<file path="src/rtl/i2c_master_byte.sv">
// Single-byte I2C master: START, address + R/W, one data byte, STOP.
// SCL and SDA are open-drain; *_oe=1 pulls the line low, 0 releases it.
// Each protocol step is four quarters of QTR_DIV PCLK cycles each.
module i2c_master_byte #(
    parameter int QTR_DIV = 250
) (
    input  logic       PCLK,
    input  logic       RESET_n,
    input  logic       cmd_valid,
    input  logic       cmd_rw,
    input  logic [6:0] cmd_addr,
    input  logic [7:0] cmd_wdata,
    output logic       busy,
    output logic       done,
    output logic       ack_error,
    output logic [7:0] rdata,
    input  logic       scl_in,
    input  logic       sda_in,
    output logic       scl_oe,
    output logic       sda_oe
);

    typedef enum logic [3:0] {
        S_IDLE, S_START, S_ADDR, S_AACK, S_WRITE, S_DACK, S_READ, S_MNACK, S_STOP
    } state_t;

    localparam logic [9:0] CNT_LAST = 10'(QTR_DIV - 1);

    state_t     state, state_nxt;
    logic [9:0] qcnt;
    logic [1:0] qtr;
    logic [2:0] bit_cnt;
    logic [7:0] tx_sr;
    logic [7:0] wdata_q;
    logic [7:0] rx_sr;
    logic       rw_q;

    logic qtr_last;
    logic step_end;
    logic stretch_hold;

    assign qtr_last = (qcnt == CNT_LAST);
    assign step_end = qtr_last && (qtr == 2'd3);
    // A slave may hold SCL low while we release it in q2; the quarter waits for it.
    assign stretch_hold = (state != S_IDLE) && (state != S_START) &&
                          (qtr == 2'd2) && !scl_oe && !scl_in;

    // State register.
    // NOTE: reset is sampled on the clock edge here, so it lives inside the
    // clocked block rather than in the sensitivity list.
    always_ff @(posedge PCLK) begin
        if (!RESET_n) begin
            state <= S_IDLE;
        end else begin
            state <= state_nxt;
        end
    end

    // Next-state logic: advance one protocol step every four quarters.
    // NOTE: defaulting state_nxt before the case keeps this block free of latches.
    always_comb begin
        state_nxt = state;
        case (state)
            S_IDLE:  if (cmd_valid) state_nxt = S_START;
            S_START: if (step_end) state_nxt = S_ADDR;
            S_ADDR:  if (step_end && bit_cnt == 3'd7) state_nxt = S_AACK;
            S_AACK:  if (step_end) state_nxt = sda_in ? S_STOP : (rw_q ? S_READ : S_WRITE);
            S_WRITE: if (step_end && bit_cnt == 3'd7) state_nxt = S_DACK;
            S_DACK:  if (step_end) state_nxt = S_STOP;
            S_READ:  if (step_end && bit_cnt == 3'd7) state_nxt = S_MNACK;
            S_MNACK: if (step_end) state_nxt = S_STOP;
            S_STOP:  if (step_end) state_nxt = S_IDLE;
            default: state_nxt = S_IDLE;
        endcase
    end

    // Quarter timing, shift registers, command latch and status flags.
    // NOTE: clocked state uses non-blocking assignments so every register
    // sees the pre-edge values of the others.
    always_ff @(posedge PCLK) begin
        if (!RESET_n) begin
            qcnt      <= '0;
            qtr       <= '0;
            bit_cnt   <= '0;
            tx_sr     <= '0;
            wdata_q   <= '0;
            rx_sr     <= '0;
            rw_q      <= 1'b0;
            ack_error <= 1'b0;
            rdata     <= '0;
            done      <= 1'b0;
        end else begin
            done <= (state == S_STOP) && step_end;
            if (state == S_IDLE) begin
                qcnt    <= '0;
                qtr     <= '0;
                bit_cnt <= '0;
                if (cmd_valid) begin
                    tx_sr     <= {cmd_addr, cmd_rw};
                    wdata_q   <= cmd_wdata;
                    rw_q      <= cmd_rw;
                    ack_error <= 1'b0;
                end
            end else begin
                if (!stretch_hold) begin
                    if (qtr_last) begin
                        qcnt <= '0;
                        qtr  <= qtr + 2'd1;
                    end else begin
                        qcnt <= qcnt + 10'd1;
                    end
                end
                if (step_end) begin
                    case (state)
                        S_ADDR, S_WRITE: begin
                            tx_sr   <= {tx_sr[6:0], 1'b0};
                            bit_cnt <= bit_cnt + 3'd1;
                        end
                        S_READ: begin
                            rx_sr   <= {rx_sr[6:0], sda_in};
                            bit_cnt <= bit_cnt + 3'd1;
                        end
                        S_AACK: begin
                            if (sda_in) ack_error <= 1'b1;
                            tx_sr <= wdata_q;
                        end
                        S_DACK:  if (sda_in) ack_error <= 1'b1;
                        S_MNACK: rdata <= rx_sr;
                        default: ;
                    endcase
                end
            end
        end
    end

    // Line drivers: SCL low in q0/q1 of every bit, SDA per step type.
    always_comb begin
        busy   = (state != S_IDLE);
        scl_oe = 1'b0;
        sda_oe = 1'b0;
        case (state)
            S_START: sda_oe = qtr[1];
            S_ADDR, S_WRITE: begin
                scl_oe = ~qtr[1];
                sda_oe = ~tx_sr[7];
            end
            S_AACK, S_DACK, S_READ, S_MNACK: scl_oe = ~qtr[1];
            S_STOP: begin
                scl_oe = ~qtr[1];
                sda_oe = (qtr != 2'd3);
            end
            default: ;
        endcase
    end

endmodule

</file>
<file path="config.mk">
export PLATFORM = sky130hd
export DESIGN_NAME = i2c_master_byte
export DESIGN_NICKNAME = d
export VERILOG_FILES = /design/src/rtl/i2c_master_byte.sv
export SDC_FILE = /design/constraint.sdc
export NUM_CORES = 1
export LEC_CHECK = 0
export BUFFER_PORTS_ARGS = -buffer_cell sky130_fd_sc_hd__buf_2
export CORE_UTILIZATION = 40
export DETAILED_ROUTE_END_ITERATION = 8
export PLACE_DENSITY = 0.73
export SETUP_SLACK_MARGIN = 0.2
export SYNTH_ARGS = -nofsm -noshare
export SYNTH_HDL_FRONTEND = slang
export SYNTH_SLANG_ARGS = --single-unit
export TNS_END_PERCENT = 20
</file>
<file path="constraint.sdc">
create_clock -name PCLK -period 1.7 [get_ports PCLK]
set_input_delay 0.425 -clock PCLK [delete_from_list [all_inputs] [get_ports PCLK]]
set_output_delay 0.425 -clock PCLK [all_outputs]
set_load 0.005 [all_outputs]
</file>
=== Yosys cells after proc, flatten, opt, wreduce, memory -nomap -nowiden ===
Index checks and enable logic that the tools add are counted.

* Register bits: 54
* Bits in latches: 0
* RAM bits: 0
* Bits in read-only memories: 0
* Input bits: 21
* Output and inout port bits: 13
* Logic and storage cells: 93
* Memories kept: 0

* Add/sub/neg operators: 3
* $mul: 0
* Div/mod/pow operators: 0
* Order comparisons: 0
* Equal/unequal tests: 22
* Shift operators: 0
* Mux-type cells: 23
* Bitwise operators: 5
* Reductions and logical operators: 29

{| class="wikitable"
|+ Operator list
! kind !! count
|-
| $mux W4 || 9
|-
| $pmux W4 S8 || 1
|-
| $mux W8 || 3
|-
| $eq A4 B3 Y1 const B || 4
|-
| $ne A2 B2 Y1 const B || 8
|-
| $pmux W8 S2 || 1
|-
| $add A10 B1 Y10 const B || 1
|-
| $eq A10 B8 Y1 const B || 1
|-
| $mux W10 || 1
|-
| $reduce_and A3 Y1 || 3
|-
| $eq A4 B2 Y1 const B || 2
|-
| $reduce_and A8 Y1 || 1
|-
| $reduce_or A2 Y1 || 4
|-
| $logic_and A1 B1 Y1 || 7
|-
| $reduce_or A7 Y1 || 1
|-
| $mux W1 || 6
|-
| $reduce_and A2 Y1 || 3
|-
| $reduce_bool A2 Y1 || 3
|-
| $not A1 Y1 || 5
|-
| $eq A2 B2 Y1 const B || 2
|-
| $eq A4 B1 Y1 const B || 1
|-
| $eq A4 B4 Y1 const B || 1
|-
| $logic_not A4 Y1 || 1
|-
| $ne A4 B1 Y1 const B || 1
|-
| other kinds (11) || 12
|}

=== Longest topological paths before layout ===
Gate-level depths: netlist of run 1.

* Word-level depth: 8
* Mapped depth: 9
* Gate-level depth less buffers: 7

=== Worst setup path after synthesis of run 1 ===
No wires, ideal clock.

* Path type: register -> register
* Start: register qcnt[0]
* End: register state[1]
* Library setup time: 0.123 ns
* Arrival time: 1.721 ns
* Required time: 1.577 ns
* Setup slack: -0.144 ns
* Stages on the path, launching flop included: 9
* Period minus slack after synthesis: 1.844 ns
* Path through: dfxtp_1 ha_1 and4bb_1 and4_1 buf_2 nor2_1 or3_1 clkbuf_1 mux2i_1

* Longest elaborated chain between the ends: 5

{| class="wikitable"
|+ Ends and longest elaborated chain
! item !! RTL line !! text
|-
| start: declaration || 30 || <nowiki>logic [9:0] qcnt;</nowiki>
|-
| start signal: assignment || 110 || <nowiki>qcnt <= qcnt + 10'd1;</nowiki>
|-
| $eq A10 B8 Y1 * || 42 || <nowiki>assign qtr_last = (qcnt == CNT_LAST);</nowiki>
|-
| $logic_and A1 B1 Y1 * || 43 || <nowiki>assign step_end = qtr_last && (qtr == 2'd3);</nowiki>
|-
| $logic_and A1 B1 Y1 || 66, 68, 70 ||
|-
| $ne A2 B2 Y1 (no line) || n/a ||
|-
| $reduce_and A8 Y1 (no line) * || n/a ||
|-
| end signal: assignment || 55 || <nowiki>state <= state_nxt;</nowiki>
|-
| end: declaration || 29 || <nowiki>state_t state, state_nxt;</nowiki>
|}

Mark *: on every way between the ends. The rest lies on a longest branch, timed or not.
A chain may end at the register's enable or synchronous reset.

=== Worst setup path in the final report of run 1 ===
* Start: register state[0]
* End: output sda_oe

* Longest elaborated chain between the ends: 3

{| class="wikitable"
|+ Ends and longest elaborated chain
! item !! RTL line !! text
|-
| $eq A4 B2 Y1 or $eq A4 B3 Y1 (tied branches) || 141 || <nowiki>case (state)</nowiki>
|-
| $reduce_or A2 Y1 || 141 ||
|-
| $pmux W1 S3 * || 141 ||
|-
| end: declaration || 20 || <nowiki>output logic sda_oe</nowiki>
|}

Marks and branches as above.

==> results.txt, run 1 <==
The flow ran to the end, but the final reports show violations. The final reports fail on setup timing. The top cell types in the final layout, fill and taps aside, are 46 x sky130_fd_sc_hd__dfxtp_1, 43 x sky130_fd_sc_hd__nand2_1, 38 x sky130_fd_sc_hd__buf_4. Setup violations remaining at the end of the flow were counted as 12. The placer's final routability congestion estimate was 0.8822; the maximum clock frequency was 527.6 MHz.

The clock tree skew after final layout was 0.007324 ns; the die extent in x was 83.30 um. Number of distinct library cells after synthesis: 47. The HPWL after detailed placement is 4203 um.

Max-cap violations in this run came to 0. During placement, the flow inserted port buffers numbering 33. Net switching is 36.71% of the power. For the pin with the worst max-slew slack, the measured transition is 0.3982 ns.

After clock tree synthesis, the clock-pin slew on the worst setup and hold paths is 0.10 ns. Sequential cells account for 36.3% of the total power. Dividing total power by cell area gives a power density of 1251 nW/um^2. TritonCTS built the clock tree. Overall routed net length: 6457 um. The cell at the root of the clock tree was sky130_fd_sc_hd__clkbuf_8.

For the number of buffers inserted during clock tree synthesis, the log shows 5. Setup repair after global routing could not meet its margin everywhere. CTS saw 54 sinks. The register area share after synthesis is 40.89%.

The worst setup path is captured at an output port. 34 I/O pins were placed. Summing all multi-input logic gate instances after layout gives 1625 um^2. After synthesis the netlist holds a flip-flop and latch count of 54. The diode insertion count for antenna repair was 0; the global-route total usage across every layer was 18.88%. The clock passes through at most 2 buffers.

For the worst setup path, the data arrival time is 1.47 ns. The tools report the power dissipated by switching net loads as 1.655 mW. Yosys printed 0 warnings.

The worst setup path is of the flop to output port kind. Required arrival time at the worst endpoint: 1.27 ns. Internal power comes to 2.855 mW. The via density per instance came out at 5.214. The detailed-route via count is 2341.

The count of nets left with antenna violations once routing finished came out at 0. For the number of nets produced by synthesis, the log shows 326. Headroom to the max-slew limit came out at 73.17%.

The first-pass GRT wire length was 10740 um; the synthesized area was 2644 um^2. The final number of max-transition violations is 0, and the global-route congestion overflow total is 0. For this design the static power due to leakage is 1.490 nW. The floorplan has 29 rows. Initial core utilization: 41.64%. The clock network accounts for 20.3% of the total power. The wire length per cell after detailed routing came out at 14.38 um. The core region area came out at 6350 um^2. Total power for the finished layout comes to 4.510 mW. Across the VDD grid, the largest voltage drop is 0.7096 mV. The H-tree was split into 2 levels. After the last flow step, the layout net total stands at 398. For the insertion delay of the later-clocked pin in the worst-skew pair, the log shows 0.32 ns.

The initial DRC count is 107. The logs give 0 for the initial antenna violation count and -0.1955 ns for the post-route worst setup slack. The post-layout minimum cycle time is 1.896 ns, and the length of the first detailed-routing pass in iterations is 4. The tools report the count of fill cells added during filler insertion as 543. Final count of hold timing violations: 0. The top fanout value on the critical path was 9. Leaving out fill and tap cells, the most frequent cell in the layout is sky130_fd_sc_hd__dfxtp_1.

Worst min-delay path category: primary input to flop. Counting every instance in the synthesized netlist gives 299. Each instance of the synthesized netlist takes up on average 8.842 um^2.

The tools report the largest net degree at the start of global routing as 29. Count of flip-flops with a built-in enable after synthesis: 0. The die boundary height was 83.30 um; the final cell count without fillers was 449.

The run gives 6939 um^2 as the die outline area. STA classifies the critical path startpoint as a flop. In the routed design, unresolved DRC markers number 0. Of the cells placed in the final design, the portion with a size suffix greater than 1 is 38.17%. The area growth from synthesis to layout is 36.39%. The sequential cell area in the final layout came out at 1101 um^2.

The final hold slack is 0.3384 ns. For this run, the leading register cell type out of synthesis is sky130_fd_sc_hd__dfxtp_1. Combinational logic burns 43.3% of the power. The number of cells in the design after placement is 432, and the final clock period utilization by the worst path is 111.5%. The number of global-route vias before repair is 2285. For this run, asynchronously set or reset flops after synthesis account for 0%.
## worst max-delay path, cell delays in order (launching register included)
cell and delay (ns):
sky130_fd_sc_hd__dfxtp_4 0.45, sky130_fd_sc_hd__nor2b_2 0.22, sky130_fd_sc_hd__a21oi_2 0.07, sky130_fd_sc_hd__nor2_1 0.09, sky130_fd_sc_hd__a21oi_1 0.05, sky130_fd_sc_hd__o21ai_1 0.14, sky130_fd_sc_hd__buf_2 0.13
## metrics by stage
step	setup TNS (ns)	area (um^2)	utilization (%)	worst slack [ns]
5_1_grt	-2.146	3606	56.79	-0.3075
2_1_floorplan	-0.2181	2661	-	-0.03842
4_1_cts	-0.5507	3485	54.88	-0.1982
3_5_place_dp	-0.1891	3174	49.99	-0.02896
3_3_place_gp	0	3174	49.99	0.01833
6_report	-0.6820	3606	56.79	-0.1955
## repair_timing
action                     in CTS  in global routing
resized for setup              49                 22
setup endpoints to repair      56                 53
gates cloned                    0                  0
setup buffers                   5                  4
hold buffers                    0                  0
pin swaps                      30                 14
## path summary, 6_finish.rpt
path / startpoint / depth (start not counted) / endpoint / slack [ns]
hold reg to reg: tx_sr[2] / 2 / tx_sr[2] / 0.46
setup / recovery: state[0] / 6 / sda_oe / -0.20
setup reg to reg: state[3] / 8 / tx_sr[1] / -0.05
hold / removal: cmd_wdata[0] / 3 / wdata_q[0] / 0.34
## synthesized netlist by cell type (6+ instances only)
master                      count  area [um^2]
sky130_fd_sc_hd__inv_1          8        30.03
sky130_fd_sc_hd__dfxtp_1       54         1081
sky130_fd_sc_hd__o2111ai_1      8        70.07
sky130_fd_sc_hd__o21ai_0       12        60.06
sky130_fd_sc_hd__nand2_1       45        168.9
sky130_fd_sc_hd__a21oi_1       13        65.06
sky130_fd_sc_hd__nor2b_1       17        106.4
sky130_fd_sc_hd__ha_1           6        75.07
sky130_fd_sc_hd__xor2_1         6        52.55
sky130_fd_sc_hd__clkbuf_1       9        33.78
sky130_fd_sc_hd__mux2i_1       25        250.2
sky130_fd_sc_hd__o21ai_1       10        50.05
sky130_fd_sc_hd__nor2_1        21        78.83
sky130_fd_sc_hd__a21boi_0       9        67.56
## kinds of logic (layout without fill, tap and decap cells)
family                   after synthesis  count (layout)  synth area share (%)
AO/OA/AOI/OAI                         62              62                 15.76
AND/OR/NAND/NOR                      114             114                 22.81
buffers and inverters                 28             101                 4.922
adder cells (fa/ha/maj)                6               6                 2.839
flip-flops                            54              54                 40.89
multiplexers                          25              25                 9.465
XOR/XNOR                              10              10                 3.313
## metal layers
layer	vias to the layer above	GRT usage (%)	share of wire [%]
li1	1180	-	-
met1	1116	23.45	44
met2	37	33.38	52
met3	8	3.678	2.9
met4	0	4.702	1.4
met5	-	0	0
## registers in the layout, summed over array words and instances, names as in the netlist
signal,count
ack_error,1
bit_cnt,3
done,1
qcnt,10
qtr,2
rdata,8
rw_q,1
rx_sr,8
state,4
tx_sr,8
wdata_q,8
## power by group through the flow
stage	sequential [mW]	combinational (mW)	clock, mW
after floorplan	1.56	1.05	0
after global placement	1.62	1.46	0
after detailed placement	1.62	1.50	0
after CTS	1.62	1.83	0.926
after global routing	1.66	2.14	0.975
final	1.64	1.95	0.917
## area by class of cell
type                    instances  area share [%]
flip-flops and latches         54           30.53
clock inverters                 3           1.353
well taps                      77           2.672
inverters                      10           1.041
multi-input cells             217           45.07
clock buffers                   5           1.908
repair buffers                 83           17.42
(Power assumes the default switching activity.)
==> run 2: changes to the inputs <==
--- a/config.mk
+++ b/config.mk
@@ -10,6 +10,7 @@
 export DETAILED_ROUTE_END_ITERATION = 8
 export PLACE_DENSITY = 0.73
 export SETUP_SLACK_MARGIN = 0.2
+export SKIP_LAST_GASP = 1
 export SYNTH_ARGS = -nofsm -noshare
 export SYNTH_HDL_FRONTEND = slang
 export SYNTH_SLANG_ARGS = --single-unit
==> run 2 against run 1 <==
  * The flow still finishes with violations (setup timing)
  * Sequential cell count unchanged
  * Register-to-register slack got worse by 0.14 ns
  * Via count increased by 1.0%
  * Non-clock buffer count increased by 3
  * Combinational power increased by 5%
  * Total power increased by 1.8%
  * Critical path type unchanged
  * Critical endpoint unchanged
==> results.txt, run 2 (synthesis gave the netlist of run 1 again) <==
The tools report the total of max-cap violations as 0 (unchanged). The setup total negative slack came out at -1.520 ns (-0.8382 ns). The logs give 1.27 ns (about the same) for the required arrival time at the worst endpoint and 0 (unchanged) for the quantity of hold-fixing buffers added after cts. The logs give 3582 um^2 (-0.66%) for the total non-filler cell area in the finished layout and 525.3 MHz (-0.43%) for the maximum clock frequency.

The run gives 0.8169 mV (+15%) as the peak supply drop. The slowest stage of the critical path belongs to the cell sky130_fd_sc_hd__dfxtp_2. The first-pass GRT wire length was 10380 um (-3.3%). The cell depth of the worst min-delay path was 3 (unchanged); the length of the first detailed-routing pass in iterations was 4 (unchanged). The run gives 54 (unchanged) as the clock sink count.

The transition time at the pin with the least slew margin is 0.3426 ns (-0.05560 ns), and the total setup violations reported at the end of the flow is 15 (+3). The overall routed net length is 6436 um (-0.33%), and the maximum root-to-sink buffer count is 2 (unchanged). In this run the critical register-to-register path is launched from state[2]. Number of rows in the core area: 29 (unchanged). The start point of the worst min-delay path was cmd_wdata[6]. The slack of the worst reg-to-reg path was -0.19 ns (-0.14 ns); the diode insertion count for antenna repair was 0 (unchanged). The top fanout value on the critical path came out at 2 (-7). More flip-flops sit in one register than any other, and that register is qcnt. The logs give 77.10% (+3.9 points) for the headroom to the max-slew limit and 0 (unchanged) for the number of routed nets with antenna violations.

Depth of the most critical reg-to-reg path: 8 (unchanged). Relative to the synthesized area, the layout overhead comes to 35.49%. The min-delay analysis places its worst path in the category primary input to flop. The initial DRC count was 83 (-22%); the via density per instance was 5.232 (+0.35%). The delay of the slowest cell on the worst path was 0.35 ns (-0.10 ns). The fraction of final layout cells with drive strength greater than 1 works out to 35.47% (-2.7 points). The worst setup path is of the flop to output port kind. Post-route worst setup slack: -0.2037 ns (-0.008178 ns).

The worst register-to-register path ends at tx_sr[3]. For the number of global-route vias before repair, the log shows 2258 (-1.2%). The number of input and output port buffers inserted works out to 33 (unchanged). The final count of hold timing violations was 0 (unchanged); the top-level I/O count was 34 (unchanged). The worst setup path is launched from a flop. The initial core utilization was 41.64% (unchanged); the wire length per cell after detailed routing was 14.24 um (-0.99%).

The path with the worst hold slack has its endpoint at wdata_q[6]. The die extent in x came out at 83.30 um (unchanged). The run finished, with violations left. The tools report the leakage power as 1.505 nW (+1.0%).

The run gives 6350 um^2 (unchanged) as the core region area. The instance area at placement is 3174 um^2 (unchanged). The die boundary height was 83.30 um (unchanged). TritonCTS built the clock tree. The final clock period utilization by the worst path is 112.0% (+0.48 points), and the detailed-route via count is 2365 (+1.0%). Walking the worst path, the cells encountered are ha_4 -> nor3b_4 -> a21oi_2 -> nor2_1 -> a21oi_1 -> o21ai_1 -> buf_2.

Post-layout minimum cycle time: 1.904 ns (+0.008178 ns). The post-CTS clock slew at the launch and capture registers of the worst setup and hold paths works out to 0.10 ns (about the same). The run gives 2 (unchanged) as the depth of the CTS H-tree.

The number of buffers inserted during clock tree synthesis is 5 (unchanged). Die outline area: 6939 um^2 (unchanged). The global-route total usage across every layer is 18.29% (-0.59 points), and the placer's final routability congestion estimate is 0.8822 (unchanged). The tools report the detailed placement HPWL as 4203 um (unchanged). In the layout the commonest cells are 46 x sky130_fd_sc_hd__dfxtp_1, 44 x sky130_fd_sc_hd__nand2_1, 42 x sky130_fd_sc_hd__buf_4.

The run gives 0 (unchanged) as the global-route congestion overflow total. The largest net degree at the start of global routing was 29 (unchanged). The final number of max-transition violations was 0 (unchanged). The signal arrival time at the worst endpoint is 1.48 ns (about the same). The initial antenna violation count came out at 0 (unchanged).

The leading cell type in the layout, fill and taps excluded was sky130_fd_sc_hd__dfxtp_1. Number of flip-flops under the largest register name: 10 (unchanged). The power density normalized to cell area is 1282 nW/um^2 (+2.5%).

The run gives 0.33 ns (about the same) as the insertion delay of the later-clocked pin in the worst-skew pair. The root buffer cell chosen for the clock tree is sky130_fd_sc_hd__clkbuf_8. The DRC violation count after routing is 0 (unchanged), and the number of nets in the layout is 401 (+0.75%). STA classifies the critical path endpoint as an output port. The checks that failed: setup timing. The clock tree skew after final layout came out at 0.01323 ns (+0.005901 ns).

Setup repair after global routing could not meet its margin everywhere.
-- run 2: cell count changes in the layout (fill, tap and decap cells not counted), sizes merged --
cell    previous run  this run
buf               83        85
clkbuf             5         6
-- run 2: how the worst max path moves through the flow --
stage	from	to	cells after the start
floorplan	qcnt[0]	state[1]	8
global placement	state[0]	qcnt[8]	5
detailed placement	qcnt[1]	state[3]	7
CTS	qtr[1]	sda_oe	7
global route	qtr[0]	sda_oe	7
finish	qtr[0]	sda_oe	7
-- run 2: metal layers --
metal  global-route usage, %  vias to the layer above  share of wire (%)
li1                        -                     1181                  -
met1                   22.83                     1134                 45
met2                   32.04                       45                 51
met3                   3.579                        5                2.9
met4                   4.859                        0               0.89
met5                       0                        -                  0
-- run 2: power breakdown --
group,switching (mW),internal (mW),total [mW],leakage [nW]
sequential,0.161,1.46,1.63,0.443
clock,0.474,0.450,0.924,0.0563
combinational,1.02,1.02,2.04,1.01
total,1.66,2.93,4.59,1.50
-- run 2: what timing repair did --
item | CTS | global route
buffers inserted | 5 | 6
endpoints found under the hold margin | 0 | 0
cloned | 0 | 1
gates resized for setup | 32 | 15
pin swaps | 12 | 13
setup endpoints to repair | 56 | 53
-- run 2: cell type report --
| type | instances | area, um^2 |
|---|---|---|
| flip-flops and latches | 54 | 1099 |
| clock inverters | 3 | 48.80 |
| well taps | 77 | 96.34 |
| repair buffers | 86 | 660.6 |
| inverters | 10 | 37.54 |
| multi-input cells | 217 | 1572 |
| fillers | 551 | 2768 |
| clock buffers | 5 | 68.82 |
-- run 2: stage by stage --
step / utilization, % / instances / hold WS [ns] / worst slack [ns] / total power, mW
4_1_cts: 54.11 / 445 / 0.3382 / -0.1982 / 4.313
3_5_place_dp: 49.99 / 432 / 0.4435 / -0.02896 / 3.129
6_report: 56.41 / 452 / 0.3409 / -0.2037 / 4.592
5_1_grt: 56.41 / 452 / 0.3447 / -0.2713 / 4.854
2_1_floorplan: - / 299 / 0.4277 / -0.03842 / 2.614
3_3_place_gp: 49.99 / 432 / 0.4356 / 0.01833 / 3.076
-- run 2: critical path: cells and delay by family, from the launching register on --
kind	cells	cell delay [ns]
DFF	1	0.35
and+or+nand+nor	2	0.29
AOI/OAI and AO/OA	3	0.23
adders and majority gates	1	0.17
buffers and inverters	1	0.13
==> run 3: changes to the inputs <==
--- a/config.mk
+++ b/config.mk
@@ -8,6 +8,7 @@
 export BUFFER_PORTS_ARGS = -buffer_cell sky130_fd_sc_hd__buf_2
 export CORE_UTILIZATION = 40
 export DETAILED_ROUTE_END_ITERATION = 8
+export MAX_ROUTING_LAYER = met4
 export PLACE_DENSITY = 0.73
 export SETUP_SLACK_MARGIN = 0.2
 export SKIP_LAST_GASP = 1
==> run 3 against run 2 <==
  * The flow still finishes with violations (setup timing)
  * Core utilization is the same
  * Sequential share of layout area is the same
  * Sequential cell count is the same
  * Sequential power is essentially flat
  * Combinational power is essentially flat
  * Cell count is the same
  * Routed wire length shrank 0.25%
  * First-iteration DRC count shrank 13%
  * Total power shrank 0.11%
  * Global-route usage grew 0.53 points
  * Fmax shrank 0.44%
  * Critical endpoint unchanged
  * Largest power group unchanged
==> results.txt, run 3 (synthesis gave the netlist of run 1 again) <==
The register containing the most flip-flops in the final layout is qcnt. The number of rows in the core area is 29 (unchanged), and the first-pass GRT wire length is 10410 um (+0.20%). The number of global-route vias before repair is 2254 (-0.18%). The via density per instance was 5.235 (about the same). The post-layout minimum cycle time is 1.912 ns (+0.008405 ns). The worst register-to-register path begins at state[2]. Final clock period utilization by the worst path: 112.5% (+0.49 points).

The run gives 6350 um^2 (unchanged) as the core region area. Worst min-delay path category: primary input to flop. The required arrival time at the worst endpoint came out at 1.27 ns (about the same).

The library cells used most frequently in the layout, excluding fill and tap cells, are 46 x sky130_fd_sc_hd__dfxtp_1, 44 x sky130_fd_sc_hd__nand2_1, 42 x sky130_fd_sc_hd__buf_4. The length of the first detailed-routing pass in iterations is 4 (unchanged). The initial DRC count is 72 (-13%), and the fraction of final layout cells with drive strength greater than 1 is 35.47% (unchanged).

The power density normalized to cell area was 1281 nW/um^2 (-0.11%). The maximum clock frequency is 523.0 MHz (-0.44%). Launch point of the worst path: qtr[0]. The critical path is of the flop to output port type. The logs give -0.02896 ns (unchanged) for the worst setup slack before clock tree synthesis and 2 (unchanged) for the maximum root-to-sink buffer count. In this run the most used layer during global routing was met2. The die outline area came out at 6939 um^2 (unchanged).

Number of routed nets with antenna violations: 0 (unchanged). The flow ran to the end, but the final reports show violations. The run gives 452 (unchanged) as the final cell count without fillers. The post-CTS clock slew at the launch and capture registers of the worst setup and hold paths is 0.10 ns (about the same), and the global-route met1 utilization is 22.89% (+0.062 points). The worst hold path begins at cmd_wdata[6].

The clock tree skew after final layout was 0.01054 ns (-0.002687 ns); the global-route congestion overflow total was 0 (unchanged). The diode insertion count for antenna repair is 0 (unchanged). The die extent in x is 83.30 um (unchanged), and the routing usage on met2 is 32.04% (unchanged). The largest net degree at the start of global routing came out at 29 (unchanged). The leakage power is 1.505 nW (unchanged), and the transition time at the pin with the least slew margin is 0.3315 ns (-0.01110 ns). The depth of the CTS H-tree is 2 (unchanged), and the final count of hold timing violations is 0 (unchanged). The wire length per cell after detailed routing was 14.20 um (-0.25%); the initial core utilization was 41.64% (unchanged). The final reports fail on setup timing. STA classifies the critical path startpoint as a flop. The count of fill cells added during filler insertion is 550 (-0.18%).

For the total non-filler cell area in the finished layout, the log shows 3582 um^2 (unchanged). TritonCTS built the clock tree. The top fanout value on the critical path is 2 (unchanged), and the final number of max-transition violations is 0 (unchanged). The growth of design area from synthesis to finish was 35.49% (unchanged); the post-route worst setup slack was -0.2121 ns (-0.008405 ns). The setup total negative slack came out at -1.537 ns (-0.01702 ns).

The run gives 3.479% (-0.099 points) as the fraction of met3 tracks used by global routing. The number of input and output port buffers inserted was 33 (unchanged). The logs give 77.67% (+0.56 points) for the headroom to the max-slew limit and 18.81% (+0.53 points) for the global-route total usage across every layer. The run gives 13 (-2) as the total setup violations reported at the end of the flow. The logs give 432 (unchanged) for the number of cells in the design after placement and 0.8169 mV (about the same) for the peak supply drop. The detailed-route via count is 2366 (+0.042%), and the initial antenna violation count is 0 (unchanged). The total of max-cap violations was 0 (unchanged). Number of flip-flops under the largest register name: 10 (unchanged). The detailed placement HPWL was 4203 um (unchanged). The placer's final routability congestion estimate was 0.8969 (+1.7%). The die boundary height is 83.30 um (unchanged). The number of buffers inserted during clock tree synthesis was 5 (unchanged); the clock sink count was 54 (unchanged). Leading cell type in the layout, fill and taps excluded: sky130_fd_sc_hd__dfxtp_1.

The tools report the signal arrival time at the worst endpoint as 1.49 ns (about the same). The number of nets in the layout came out at 401 (unchanged). The logs give 0 (unchanged) for the DRC violation count after routing and 34 (unchanged) for the top-level I/O count. The logs give 0.32 ns (about the same) for the insertion delay of the later-clocked pin in the worst-skew pair and 6420 um (-0.25%) for the overall routed net length. The quantity of hold-fixing buffers added after cts is 0 (unchanged). The instance area at placement came out at 3174 um^2 (unchanged). The worst setup path is captured at an output port. Setup repair after global routing could not meet its margin everywhere.

The root buffer cell chosen for the clock tree is sky130_fd_sc_hd__clkbuf_8.
## run 3: repair_timing
action	4_1_cts	5_1_grt
endpoints found under the setup margin	56	53
gates resized for setup	32	15
pin swaps	12	13
setup buffers	5	6
gates cloned	0	1
## run 3: worst paths after layout
check,end,slack [ns],depth (start not counted)
worst max-delay path,sda_oe,-0.21,7
worst min-delay path,wdata_q[6],0.34,3
worst max register to register,tx_sr[3],-0.19,8
worst min register to register,tx_sr[2],0.46,2
## run 3: stage by stage
step           hold WS, ns  total power, mW  utilization [%]
2_1_floorplan       0.4277            2.614                -
3_3_place_gp        0.4356            3.076            49.99
3_5_place_dp        0.4435            3.129            49.99
4_1_cts             0.3382            4.313            54.11
5_1_grt             0.3447            4.855            56.41
6_report            0.3440            4.587            56.41
## run 3: report_power, final
part | leakage (nW) | internal (mW) | switching [mW]
clock network | 0.0563 | 0.449 | 0.467
registers | 0.443 | 1.46 | 0.164
logic | 1.01 | 1.02 | 1.02
## run 3: critical path, stage by stage (launching register included)
cell and delay, ns:
sky130_fd_sc_hd__dfxtp_2 0.35, sky130_fd_sc_hd__ha_4 0.17, sky130_fd_sc_hd__nor3b_4 0.19, sky130_fd_sc_hd__a21oi_2 0.04, sky130_fd_sc_hd__nor2_1 0.10, sky130_fd_sc_hd__a21oi_1 0.05
sky130_fd_sc_hd__o21ai_1 0.14, sky130_fd_sc_hd__buf_2 0.13
## run 3: layout make-up
type	count	area, um^2	area share [%]
multi-input cells	217	1572	43.87
flip-flops and latches	54	1099	30.67
repair buffers	86	660.6	18.44
well taps	77	96.34	2.689
clock buffers	5	68.82	1.921
clock inverters	3	48.80	1.362
inverters	10	37.54	1.048
## run 3: routing by layer
metal	wire, um	vias to the layer above	part of all wire, %
met2	3238	39	50
met4	84	0	1.3
met3	147	9	2.3
met1	2950	1136	46
li1	-	1182	-
met5	0	-	0
